[config.mk]
export PLATFORM = sky130hd
export DESIGN_NAME = mod_main
export DESIGN_NICKNAME = d
export VERILOG_FILES = /design/src/rtl/mod_main_pkg.sv /design/src/rtl/sram_regfile.sv /design/src/rtl/mod_main.sv
export SDC_FILE = /design/constraint.sdc
export NUM_CORES = 1
export LEC_CHECK = 0
export CAP_MARGIN = 20
export CORE_MARGIN = 8
export CORE_UTILIZATION = 60
export CTS_CLUSTER_DIAMETER = 150
export CTS_CLUSTER_SIZE = 20
export DETAILED_ROUTE_END_ITERATION = 12
export GPL_TIMING_DRIVEN = 0
export HOLD_SLACK_MARGIN = 0.05
export MAX_ROUTING_LAYER = met4
export PLACE_DENSITY_LB_ADDON = 0.05
export SETUP_SLACK_MARGIN = 0.5
export SLEW_MARGIN = 10
export SYNTH_ARGS = -nofsm -noshare
export SYNTH_HDL_FRONTEND = slang
export SYNTH_SLANG_ARGS = --single-unit
[constraint.sdc]
create_clock -name clk -period 26.9 [get_ports clk]
set_input_delay 5.38 -clock clk [delete_from_list [all_inputs] [get_ports clk]]
set_output_delay 5.38 -clock clk [all_outputs]
set_load 0.02 [all_outputs]
[src/rtl/mod_main_pkg.sv]
`default_nettype none
`timescale 1ns/1ps
// ============================================================================
// Module      : mod_main_pkg
// Description : Shared default geometry for the mod_main register file.
// Revision    : 1.0 - initial release
// ============================================================================
package mod_main_pkg;

  // Default word-address width
  localparam int unsigned C_ADDR_W = 4;
  // Default data width
  localparam int unsigned C_DATA_W = 32;
  // Default number of storage words (full address space)
  localparam int unsigned C_DEPTH  = 2 ** C_ADDR_W;

endpackage : mod_main_pkg
`default_nettype wire

[src/rtl/sram_regfile.sv]
`default_nettype none
`timescale 1ns/1ps
// ============================================================================
// Module      : sram_regfile
// Description : DEPTH x DATA_W storage array with one synchronous write port
//               and one combinational read port. Asynchronous reset clears
//               every word. No write-through bypass: a write becomes visible
//               only after the clock edge that performs it.
// Revision    : 1.0 - initial release
// ============================================================================
module sram_regfile
  import mod_main_pkg::*;
#(
  parameter int unsigned ADDR_W = C_ADDR_W,
  parameter int unsigned DATA_W = C_DATA_W,
  parameter int unsigned DEPTH  = C_DEPTH
) (
  input  logic              clk,
  input  logic              rst,
  input  logic [ADDR_W-1:0] addr_i,
  input  logic              wen_i,
  input  logic [DATA_W-1:0] wdata_i,
  output logic [DATA_W-1:0] rdata_o
);

  logic [DATA_W-1:0] mem_q [DEPTH];
  logic [DATA_W-1:0] mem_d [DEPTH];

  // Next-state: copy current contents, overlay the addressed word on a write
  always_comb begin
    mem_d = mem_q;
    if (wen_i) begin
      mem_d[addr_i] = wdata_i;
    end
  end

  // Storage register; reset wins over any write pending on the same edge
  always_ff @(posedge clk or posedge rst) begin
    if (rst) begin
      mem_q <= '{default: '0};
    end else begin
      mem_q <= mem_d;
    end
  end

  // Zero-latency read of the stored word, independent of the write enable
  assign rdata_o = mem_q[addr_i];

endmodule : sram_regfile
`default_nettype wire

[src/rtl/mod_main.sv]
`default_nettype none
`timescale 1ns/1ps
// ============================================================================
// Module      : mod_main
// Description : Top-level wrapper exposing the s_* slave port of a small
//               single-port register file (sram_regfile).
// Revision    : 1.0 - initial release
// ============================================================================
module mod_main
  import mod_main_pkg::*;
#(
  parameter int unsigned ADDR_W = C_ADDR_W,
  parameter int unsigned DATA_W = C_DATA_W,
  parameter int unsigned DEPTH  = 2 ** ADDR_W
) (
  input  logic              clk,
  input  logic              rst,
  input  logic [ADDR_W-1:0] s_addr,
  input  logic              s_wen,
  input  logic [DATA_W-1:0] s_wdata,
  output logic [DATA_W-1:0] s_rdata
);

  // Storage array with write port and asynchronous read
  sram_regfile #(
    .ADDR_W (ADDR_W),
    .DATA_W (DATA_W),
    .DEPTH  (DEPTH)
  ) u_regfile (
    .clk     (clk),
    .rst     (rst),
    .addr_i  (s_addr),
    .wen_i   (s_wen),
    .wdata_i (s_wdata),
    .rdata_o (s_rdata)
  );

endmodule : mod_main
`default_nettype wire

==> flow_summary.json <==
{
  "outcome": "completed",
  "maxCapViolCount": 0,
  "initial_antenna_violation_count": 3,
  "dr.first_iter.drc_count": 948,
  "post_synth_mux_area_share_pct": 38.13,
  "final.setup.tns_ps": 0,
  "cts_setup_buffers": 0,
  "timing.fmax_ghz": 0.07281,
  "adder_cell_share_of_the_synthesized_area_pct": 0,
  "worst_path_largest_cell_delay_ps": 790,
  "1st_pass_router_iterations": 5,
  "grt_start_max_net_pins": 121,
  "largest_family_of_logic_cells_by_synthesized_area": "multiplexers",
  "unrepaired_setup_endpoints_after_global_routing": "false",
  "biggestRegsByFlops": "u_regfile.mem_q: 512 flops",
  "final.setup_skew_ps": 0,
  "timing.final.crit_period_ps": 13730,
  "gr-total-overflow": 0,
  "totalWireLength_um": 53760,
  "fin_crit_sh_pct": 51.06,
  "power_density_nw_per_um2": 74.52,
  "synth-simple-area-share_pct": 1.318,
  "hold_fix_buffers_at_cts": 0,
  "postLayoutSetupSlackWorst_ps": 13170,
  "path_cells": "clkdlybuf4s50_1 > buf_2 > nor2b_1 > clkbuf_1 > clkbuf_1 > a22oi_1 > nand2_1 > clkdlybuf4s50_1",
  "final_util_pct": 66.79,
  "synthesis.area_per_instance_um2": 16.27,
  "endpoint_required_time_on_the_critical_path_ps": 21520,
  "nNetsFinal": 1554,
  "largest_register": "u_regfile.mem_q",
  "syn_area_um2": 22980,
  "design.die.area_um2": 44810,
  "area_delta_synth_final_pct": 9.487,
  "layout-drive-gt1-share_pct": 48.81,
  "critical_path_arrival_ps": 8350,
  "cts_inserted_buffers": 29,
  "netlist_instances": 1412,
  "vias_per_cell": 6.325,
  "dp_hpwl_um": 34860,
  "clockBufferDepth": 3,
  "final_max_slew_viol_count": 0,
  "yosys.area_share.xor_xnor_pct": 0,
  "critical_path.startpoint_type": "input pin",
  "max-vdd-ir-drop_uv": 54.55,
  "initial_standard_cell_utilization_of_the_core_pct": 61.00,
  "clock_insertion_delay_worst_skew_ps": 580,
  "grt.total_usage_pct": 25.49,
  "clock-root-buffer": "sky130_fd_sc_hd__clkbuf_16",
  "die_x_um": 211.7,
  "post_cts.resized_instances": 0,
  "wire_per_inst_um": 26.51,
  "final.fill_count": 2776,
  "cpLargestDelayFamily": "buffers and inverters",
  "worst_pin_slew_ps": 1050,
  "slew_headroom_pct": 30.03,
  "syn_nets": 1451,
  "post_detailed_route_drc_marker_count": 0,
  "hold_path_startpoint": "u_regfile.mem_q[312]$_DFFE_PP0P_",
  "tritoncts_num_sinks": 512,
  "timing.final.setup_violations": 0,
  "final_antenna_net_count": 0,
  "crit_path_max_fanout": 10,
  "timing.critical_path.buf_inv": 5,
  "critical_path.slowest_cell": "sky130_fd_sc_hd__clkbuf_1",
  "via_count_of_the_first_global_routing_pass": 13986,
  "worst_setup_path_category": "in2out",
  "row_count": 71,
  "die-height_um": 211.7,
  "hold_violations": 0,
  "cts.reportedPaths.clkPinSlew_ps": 80,
  "core_area_um2": 37670,
  "portion_of_the_post_synthesis_area_used_by_sequential_elements_pct": 55.76,
  "startpoint": "s_addr[2]",
  "endpoint_kind": "output port",
  "timing.hold.worst.class": "reg2reg",
  "wire_length_of_the_first_global_routing_pass_um": 84570,
  "largest_register_ffs": 512,
  "yosysUniqueCellTypes": 24,
  "leakage_power_summed_over_all_cells_nw": 10.82,
  "num_io_pins": 71,
  "synth_compound_area_share_pct": 2.091,
  "num_vias": 12827,
  "synth-warning-count": 0,
  "clock_tree.htree_level_count": 1,
  "synth-seq-cells": 512,
  "io_buffers": 68,
  "tritoncts": "built",
  "dpl_worst_slack_ps": 13240,
  "timing.rr.start": "u_regfile.mem_q[182]$_DFFE_PP0P_",
  "global_placement_routability_congestion": 0.8340
}
==> report_power, final <==
group | switching [mW] | total [mW] | leakage (nW) | internal [mW]
Clock | 0.244 | 0.435 | 0.362 | 0.192
Sequential | 0.0876 | 1.03 | 6.28 | 0.947
Combinational | 0.149 | 0.404 | 4.18 | 0.255
==> per-stage QoR <==
stage / power [mW] / instances / instance area [µm²] / hold slack, ps
floorplan: 1.337 / 1412 / 22980 / 452.4
detailed placement: 1.455 / 1995 / 24410 / 468.6
global placement: 1.433 / 1991 / 24300 / 466.1
global route: 1.963 / 2028 / 25160 / 507.8
finish: 1.875 / 2028 / 25160 / 483.7
CTS: 1.886 / 2025 / 25150 / 486.8
==> synth_stat cells <==
cell type	number	area share, %
sky130_fd_sc_hd__buf_2	60	1.3
sky130_fd_sc_hd__dfrtp_1	512	56
sky130_fd_sc_hd__mux4_2	128	13
sky130_fd_sc_hd__mux2_1	9	0.44
sky130_fd_sc_hd__nand2_1	34	0.56
sky130_fd_sc_hd__clkbuf_1	61	1.0
sky130_fd_sc_hd__nor2b_1	2	0.054
sky130_fd_sc_hd__mux2_4	30	2.0
sky130_fd_sc_hd__nand3_1	3	0.065
sky130_fd_sc_hd__buf_6	3	0.15
sky130_fd_sc_hd__or4_1	1	0.033
sky130_fd_sc_hd__inv_1	1	0.016
sky130_fd_sc_hd__nand3b_1	2	0.065
sky130_fd_sc_hd__and2_1	1	0.027
sky130_fd_sc_hd__buf_4	6	0.20
sky130_fd_sc_hd__buf_1	2	0.033
sky130_fd_sc_hd__or3_1	2	0.054
sky130_fd_sc_hd__nand2_2	1	0.027
sky130_fd_sc_hd__mux2_2	473	23
sky130_fd_sc_hd__a22oi_1	64	2.1
sky130_fd_sc_hd__nor3b_1	2	0.065
sky130_fd_sc_hd__nand2b_1	4	0.11
sky130_fd_sc_hd__nor3_2	3	0.13
sky130_fd_sc_hd__nor2_1	8	0.13
==> cells in the final DEF, fill, tap and decap left out, types with 2 or more instances in the layout <==
cell type                         instances
sky130_fd_sc_hd__buf_6                    3
sky130_fd_sc_hd__buf_16                   4
sky130_fd_sc_hd__buf_1                    2
sky130_fd_sc_hd__clkdlybuf4s50_1         68
sky130_fd_sc_hd__nor2b_1                  2
sky130_fd_sc_hd__mux2_4                  30
sky130_fd_sc_hd__buf_4                    6
sky130_fd_sc_hd__mux2_2                 473
sky130_fd_sc_hd__dfrtp_1                512
sky130_fd_sc_hd__buf_2                   60
sky130_fd_sc_hd__clkbuf_16               29
sky130_fd_sc_hd__a22oi_1                 64
sky130_fd_sc_hd__mux4_2                 128
sky130_fd_sc_hd__nand2b_1                 4
sky130_fd_sc_hd__or3_1                    2
sky130_fd_sc_hd__nor2_1                   8
sky130_fd_sc_hd__nand3b_1                 2
sky130_fd_sc_hd__clkbuf_1                61
sky130_fd_sc_hd__nor3_2                   3
sky130_fd_sc_hd__nand3_1                  3
sky130_fd_sc_hd__nor3b_1                  2
sky130_fd_sc_hd__diode_2                  3
sky130_fd_sc_hd__mux2_1                   9
sky130_fd_sc_hd__nand2_1                 34
==> worst paths after layout <==
kind	cells after the start	slack (ps)	endpoint
setup / recovery	8	13170	s_rdata[13]
hold / removal	1	480	u_regfile.mem_q[312]$_DFFE_PP0P_
setup reg to reg	1	26110	u_regfile.mem_q[182]$_DFFE_PP0P_
hold reg to reg	1	480	u_regfile.mem_q[312]$_DFFE_PP0P_
max in group asynchronous	4	20030	u_regfile.mem_q[376]$_DFFE_PP0P_
min in group asynchronous	2	5340	u_regfile.mem_q[315]$_DFFE_PP0P_
==> area by class of cell <==
| type | instances | area (µm²) | share of cell area [%] |
|---|---|---|---|
| Sequential cell | 512 | 12810 | 50.93 |
| Multi-Input combinational cell | 767 | 9544 | 37.94 |
| Timing Repair Buffer | 72 | 790.8 | 3.143 |
| Clock buffer | 29 | 725.7 | 2.885 |
| Tap cell | 511 | 639.4 | 2.542 |
| Buffer | 132 | 615.6 | 2.447 |
| Inverter | 1 | 11.26 | 0.04476 |
| Clock inverter | 1 | 8.758 | 0.03482 |
| Antenna cell | 3 | 7.507 | 0.02984 |
==> kinds of logic after synthesis <==
logic type | Yosys count
AND/OR/NAND/NOR | 63
AO/OA/AOI/OAI | 64
multiplexers | 640
buffers and inverters | 133
flip-flops | 512
==> routing by layer <==
layer | routed length (µm) | global-route usage (%) | vias up
li1 | - | - | 5433
met1 | 23310 | 34.56 | 7030
met2 | 26660 | 40.71 | 278
met3 | 2368 | 3.682 | 86
met4 | 1420 | 6.446 | 0
met5 | 0 | - | -
Power figures use the tool's default switching activity.
==> RTL edit: new RTL, same flow settings <==
Register the output `s_rdata`, without a reset; this adds one clock of latency there.
--- a/src/rtl/mod_main.sv
+++ b/src/rtl/mod_main.sv
@@ -21,6 +21,8 @@
   output logic [DATA_W-1:0] s_rdata
 );
 
+  logic [DATA_W-1:0] s_rdata_d;
+
   // Storage array with write port and asynchronous read
   sram_regfile #(
     .ADDR_W (ADDR_W),
@@ -32,8 +34,12 @@
     .addr_i  (s_addr),
     .wen_i   (s_wen),
     .wdata_i (s_wdata),
-    .rdata_o (s_rdata)
+    .rdata_o (s_rdata_d)
   );
+
+  always_ff @(posedge clk) begin
+      s_rdata <= s_rdata_d;
+  end
 
 endmodule : mod_main
 `default_nettype wire
Function: changed (Yosys sat finds a counterexample within 4 cycles, from zero or initial values and one cycle with rst high).
==> RTL edit against the original RTL <==
Design area increased by 3.2%. Sequential cell count is 32 higher. Combinational power barely moved. Area after synthesis grew 2.8%. Critical endpoint is now u_regfile.mem_q[279]$_DFFE_PP0P_. Power is 5.9% higher. Worst hold slack improved by 15 ps. Setup slack better by 6500 ps. Largest cell class unchanged. Non-clock buffer count is the same. Routed wire length rose by 0.68%.
==> RTL edit: results (changes against the original RTL) <==
[outcome]
status=completed

[grt]
grt_max_degree=119  ; -1.7%
grt_antenna_before_repair=5  ; +2
grt_pass1_wl_mm=85.1  ; +0.64%
grt_pass1_vias=14056  ; +0.50%

[pwr]
power.density_nw_per_um2=76.5  ; +2.6%
comb_cell_power_w=0.000405  ; about the same
ir_drop_mv=0.0513  ; -6.0%
switching_share_pct=25.4  ; -0.24 points
seq_power_share_pct=55.3  ; about the same
p_leak_nw=11.1  ; +2.9%

[layout]
drive_above_1_share_pct=47.3  ; -1.5 points
fillers=2789  ; +0.47%
reg_top3=u_regfile.mem_q x512, s_rdata x32
finalNonFillerCells=2094  ; +3.3%
multi_input_area_um2=9550  ; about the same
finalNetCount=1588  ; +2.2%

[place]
dp_slack_ps=18970  ; +5730 ps
dpl_cell_area_um2=25100  ; +2.6%
place.gp.congestion=0.816  ; -2.1%
dpl.cell_count=2033  ; +1.9%
post-dp-hpwl_mm=34.9  ; +0.21%

[synthesis]
ys_types=25  ; +4.2%
synthTopCellsByCount=512 x dfrtp_1, 473 x mux2_2, 128 x mux4_2
syn_area_per_cell_um2=16.4  ; +0.57%
async_flop_share_pct=94.1  ; -5.9 points
syn_nets=1482  ; +2.1%
yosys-top-cells-area=dfrtp_1 54%, mux2_2 23%, mux4_2 12%, dfxtp_1 2.7%, a22oi_1 2.0%
synth_seq_area_share_pct=57.0  ; +1.2 points

[worst_setup_path]
cp_slowest_cell=clkdlybuf4s50_1
r2r_slack_ps=25490  ; -620 ps
r2r_end=s_rdata[31]$_DFF_P_
critPathMaxStageDelay_ps=550  ; -240 ps
worstPathArrival_ps=7720  ; -630 ps
rr_worst_depth=3  ; +2
r2r-start=u_regfile.mem_q[287]$_DFFE_PP0P_
critPathCapture=u_regfile.mem_q[279]$_DFFE_PP0P_

[timing]
skew_ps=17.8  ; +17.8 ps
period_minus_slack_ps=7240  ; -6490 ps
holdWs_ps=499  ; +14.9 ps

[worst_hold_path]
worstHoldStart=u_regfile.mem_q[291]$_DFFE_PP0P_
hold_end=u_regfile.mem_q[291]$_DFFE_PP0P_

[route]
drtIter0Drc=872  ; -8.0%
vias=12836  ; +0.070%

RTL edit: per-layer routing:
metal | global-route usage [%] | routed length (um)
met2 | 39.1 | 26600
met5 | - | 0
met3 | 4.06 | 2490
met4 | 7.36 | 1390
met1 | 32.5 | 23600
RTL edit: cell families (layout without fill, tap and decap cells):
| logic type | count (synthesis) | in the layout | synth area share [%] |
|---|---|---|---|
| muxes | 640 | 640 | 37.1 |
| DFF | 544 | 544 | 57.0 |
| and+or+nand+nor | 63 | 63 | 1.30 |
| other | 0 | 5 | 0 |
| buffers and inverters | 132 | 260 | 2.60 |
| AOI/OAI and AO/OA | 64 | 64 | 2.03 |
RTL edit: area by class of cell:
type                       instances  area share (%)
tap                              518            2.50
antenna                            5          0.0482
clock buffer                      54            3.32
timing repair buffer              73            3.10
clock inverter                     1          0.0626
sequential                       544            51.8
inverter                           1          0.0434
multi-input combinational        767            36.8
buffer                           131            2.35
